### src/rtl/line_serializer.sv
// line_serializer: unloads a captured 128-bit cache line as four 32-bit
// words over a valid/ready beat interface, first word at bits [31:0].
// Optional feature macro: LINE_DIRTY_MASK_EN adds mask_in so that only
// dirty words are emitted, in ascending word order.
module line_serializer (
   input  logic         Clk,
   input  logic         Reset,
   input  logic         load,
   input  logic [127:0] line_in,
   input  logic [31:0]  addr_in,
`ifdef LINE_DIRTY_MASK_EN
   input  logic [3:0]   mask_in,
`endif
   output logic         busy,
   output logic [31:0]  word_out,
   output logic [31:0]  word_addr,
   output logic         word_valid,
   input  logic         word_ready,
   output logic         done
);

   localparam int DATA_W = 32;

   typedef enum logic {IDLE, SEND} state_t;

   state_t              state_q, state_n;
   logic [1:0]          k_q, k_n;
   logic [3:0]          mask_q, mask_n;
   logic [127:0]        line_q;
   logic [27:0]         base_q;
   logic [DATA_W-1:0]   word_n, addr_n;
   logic                valid_n, busy_n, done_n;
   logic [3:0]          load_mask;
   logic                unused_addr_lsbs;

   // The low address nibble addresses bytes within the line and is not needed.
   assign unused_addr_lsbs = ^addr_in[3:0];

`ifdef LINE_DIRTY_MASK_EN
   assign load_mask = mask_in;
`else
   assign load_mask = 4'hF;
`endif

   // Lowest set mask bit at or above 'from'; callers guarantee one exists.
   function automatic logic [1:0] first_at_or_above(input logic [3:0] m, input logic [2:0] from);
      logic [1:0] r;
      r = 2'd0;
      for (int i = 3; i >= 0; i--) begin
         if (m[i] && (3'(i) >= from)) r = 2'(i);
      end
      return r;
   endfunction

   // Highest set mask bit: the word whose transfer finishes the line.
   function automatic logic [1:0] last_set(input logic [3:0] m);
      logic [1:0] r;
      r = 2'd0;
      for (int i = 0; i < 4; i++) begin
         if (m[i]) r = 2'(i);
      end
      return r;
   endfunction

   function automatic logic [DATA_W-1:0] word_sel(input logic [127:0] l, input logic [1:0] k);
      return l[{k, 5'b0} +: DATA_W];
   endfunction

   // Next-state and next-output logic; every output is registered below so
   // word_ready never reaches an output combinationally.
   always_comb begin
      state_n = state_q;
      k_n     = k_q;
      mask_n  = mask_q;
      word_n  = word_out;
      addr_n  = word_addr;
      valid_n = word_valid;
      busy_n  = busy;
      done_n  = 1'b0;
      case (state_q)
         IDLE: begin
            if (load) begin
               mask_n = load_mask;
               if (load_mask != 4'b0000) begin
                  k_n     = first_at_or_above(load_mask, 3'd0);
                  state_n = SEND;
                  valid_n = 1'b1;
                  busy_n  = 1'b1;
                  word_n  = word_sel(line_in, k_n);
                  addr_n  = {addr_in[31:4], k_n, 2'b00};
               end else begin
                  // Nothing dirty: finish immediately without a beat.
                  done_n = 1'b1;
               end
            end
         end
         SEND: begin
            if (word_ready) begin
               if (k_q == last_set(mask_q)) begin
                  state_n = IDLE;
                  valid_n = 1'b0;
                  busy_n  = 1'b0;
                  done_n  = 1'b1;
               end else begin
                  k_n    = first_at_or_above(mask_q, {1'b0, k_q} + 3'd1);
                  word_n = word_sel(line_q, k_n);
                  addr_n = {base_q, k_n, 2'b00};
               end
            end
         end
         default: begin
            state_n = IDLE;
         end
      endcase
   end

   // Control state and registered outputs, cleared by Reset.
   always_ff @(posedge Clk) begin
      if (Reset) begin
         state_q    <= IDLE;
         k_q        <= 2'd0;
         mask_q     <= 4'd0;
         word_out   <= '0;
         word_addr  <= '0;
         word_valid <= 1'b0;
         busy       <= 1'b0;
         done       <= 1'b0;
      end else begin
         state_q    <= state_n;
         k_q        <= k_n;
         mask_q     <= mask_n;
         word_out   <= word_n;
         word_addr  <= addr_n;
         word_valid <= valid_n;
         busy       <= busy_n;
         done       <= done_n;
      end
   end

   // Line data and base address, written only when a load is accepted.
   always_ff @(posedge Clk) begin
      if (!Reset && state_q == IDLE && load) begin
         line_q <= line_in;
         base_q <= addr_in[31:4];
      end
   end

endmodule

### config.mk
export PLATFORM = sky130hd
export DESIGN_NAME = line_serializer
export DESIGN_NICKNAME = d
export VERILOG_FILES = /design/src/rtl/line_serializer.sv
export SDC_FILE = /design/constraint.sdc
export NUM_CORES = 1
export LEC_CHECK = 0
export CORE_ASPECT_RATIO = 0.5
export CORE_MARGIN = 1
export CORE_UTILIZATION = 25
export DETAILED_ROUTE_END_ITERATION = 16
export PLACE_DENSITY = 0.49
export SYNTH_ARGS = -nofsm -noshare
export SYNTH_HDL_FRONTEND = slang
export SYNTH_SLANG_ARGS = --single-unit
export TNS_END_PERCENT = 30
### constraint.sdc
create_clock -name Clk -period 15.4 [get_ports Clk]
set_input_delay 2.31 -clock Clk [delete_from_list [all_inputs] [get_ports Clk]]
set_output_delay 2.31 -clock Clk [all_outputs]
set_load 0.01 [all_outputs]
==> impl_metrics.py <==
metrics = {
    "status": {
        "outcome": "complete, no violations",
    },
    "floorplanning": {
        "io_pins": 231,
        "core_sq_um": 33600,
        "die_w_microns": 266,
        "die_h_microns": 134,
        "start_util_pct": 25.8,
        "dieArea_sq_um": 35600,
        "rows": 47,
    },
    "layout": {
        "fin_nets": 945,
        "final_layout_size_suffix_gt1_share_pct": 13.9,
        "area_growth_syn_to_layout_pct": 38.8,
        "final_cells": 1266,
    },
    "logic_synthesis": {
        "synth-seq-cells": 222,
        "yosys.area.top_type": "edfxtp_1",
        "syn_avg_cell_area_sq_um": 15.1,
        "synth_area_leaders": "edfxtp_1 (54%), dfxtp_1 (15%), a311oi_2 (5.5%), a211oi_2 (4.0%), mux2i_1 (3.2%)",
        "ys_warn_count": 0,
        "synth-async-reset-ratio_pct": 0,
        "synth_ff_type": "edfxtp_1",
        "yosysMostFrequentCell": "edfxtp_1",
        "synth_commonest_cells": "edfxtp_1 (156), dfxtp_1 (66), nor2_1 (66)",
        "synth_edf_count": 156,
        "yosys.cell_types.count": 28,
        "yosys.area.top_type_share_pct": 53.9,
        "yosysSeqAreaShare_pct": 69.1,
        "syn_inst": 576,
        "syn_area_sq_um": 8690,
    },
    "global_route": {
        "grt_pass1_wl_mm": 36.8,
        "overflow": 0,
        "antenna_found_initial": 3,
        "grt_pass1_vias": 5765,
        "grtUsageTotal_pct": 13.7,
        "grt_max_degree": 86,
    },
    "sta": {
        "fin_worst_skew_ns": 0.0125,
        "setup_violations": 0,
        "drv_slew": 0,
        "period_needed_ns": 5.55,
        "tightestPinTransition_ns": 1.16,
        "finalCritPeriodShare_pct": 36.0,
        "max_freq_mhz": 180,
        "slew_headroom_pct": 22.3,
        "finalHoldViolCount": 0,
        "rsz0062_at_grt": "false",
        "tns_ns": 0,
    },
    "clock_network": {
        "cts.clk_slew.worst_paths_ns": 0.06,
        "cts_tree": "done",
        "post-cts-setup-buffers": 0,
        "cts_buffers": 23,
        "cts_resized": 0,
        "clock_latency_ns": 0.53,
        "clock-sinks": 222,
        "ctsHtreeMaxLevel": 1,
        "root_buffer": "clkbuf_16",
        "cts_hold_buf": 0,
        "cts.path.max_buffers": 3,
    },
    "placed_design": {
        "dp.cells": 1221,
        "dpl.hpwl_mm": 15.6,
        "portBuffers": 224,
        "gp_congestion": 0.727,
    },
    "routing": {
        "post_drt_wl_per_cell_microns": 19.6,
        "highest_layer": "met4",
        "wl_met2_mm": 13.1,
        "drcViolationCount": 0,
        "vias_per_cell": 4.42,
        "vias": 5598,
        "detail-route-antenna-nets": 0,
        "drt_pass1_iterations": 4,
        "wl_met3_microns": 892,
        "drtIter0Drc": 321,
        "met1_length_mm": 10.3,
        "wl_mm": 24.8,
    },
    "setup_path": {
        "path_class": "input port to flop",
        "crit_path_end_kind": "flop",
        "worst-path-max-fanout": 85,
        "critPathLaunchType": "input port",
        "cp.arrival_ns": 5.69,
        "cp.required_ns": 15.54,
    },
    "hold_path": {
        "holdCritPathClass": "flop to flop",
    },
    "power": {
        "p_leak_uw": 0.00396,
        "power_density_nw_per_um2": 118,
        "max-vdd-ir-drop_mv": 0.0549,
    },
    "flow_run": {
        "drv_cap": 0,
    },
}
[metal layers]
metal	up-vias	GRT usage, %
met5	-	0
met1	2806	16.8
met2	93	24.5
met4	0	3.58
li1	2670	-
met3	29	2.83
[critical path: stages]
cell and delay, ns:
clkdlybuf4s50_1 0.50, nor2b_1 0.31, nor2b_4 0.91, buf_4 0.60
buf_4 0.92
[cell type report]
class / instances / area, sq um
multi-input cells: 303 / 2440
clock inverters: 8 / 72.6
well taps: 465 / 582
clock buffers: 34 / 657
flip-flops and latches: 222 / 6010
repair buffers: 230 / 2280
inverters: 1 / 3.75
fillers: 3233 / 21600
diodes: 3 / 7.51
[metrics by stage]
step	utilization [%]	setup slack, ns	area [sq um]	hold WS (ns)	total power (uW)
2_1_floorplan	-	5.31	8690	0.522	799
3_3_place_gp	33.7	9.35	11300	0.520	890
3_5_place_dp	33.7	9.27	11300	0.525	894
4_1_cts	35.8	9.82	12100	0.536	1450
5_1_grt	35.9	9.58	12100	0.546	1490
6_report	35.9	9.85	12100	0.532	1430
[layout by cell type, fill, tap and decap left out, drive strengths merged, types with 3 or more instances in the layout]
cell type,count
clkbuf,34
a311oi,32
mux2i,28
buf,7
o221ai,32
a21oi,3
diode,3
o22ai,32
a21o,32
nand2b,34
edfxtp,156
nor2,66
a211oi,28
nor2b,3
dfxtp,66
clkdlybuf4s50,223
clkinv,6
[kinds of logic (layout without fill, tap and decap cells)]
family                 Yosys count  after routing  synth area share [%]
muxes                           29             29                  3.35
and+or+nand+nor                110            110                  5.96
AOI/OAI and AO/OA              162            162                  18.4
DFF                            222            222                  69.1
other                            1              5                0.0431
buffers and inverters           52            273                  3.18
[sequential cells by signal, indices dropped and copies added (netlist names)]
name	count
line_q	128
word_out	32
word_addr	29
base_q	28
done	1
k_q	1
mask_q	1
state_q	1
word_valid	1
[report_power, final]
part	internal, uW	total [uW]	switching (uW)
Clock	313	551	238
Sequential	676	695	18.9
Combinational	96.3	183	86.7
[path summary, 6_finish.rpt]
kind / depth (start not counted) / startpoint / endpoint / slack [ns]
hold reg to reg: 2 / word_out[4] / word_out[4] / 0.53
setup / recovery: 5 / load / line_q[13] / 9.85
setup reg to reg: 4 / state_q / line_q[13] / 11.67
hold / removal: 2 / word_out[4] / word_out[4] / 0.53
(Power assumes the default switching activity.)
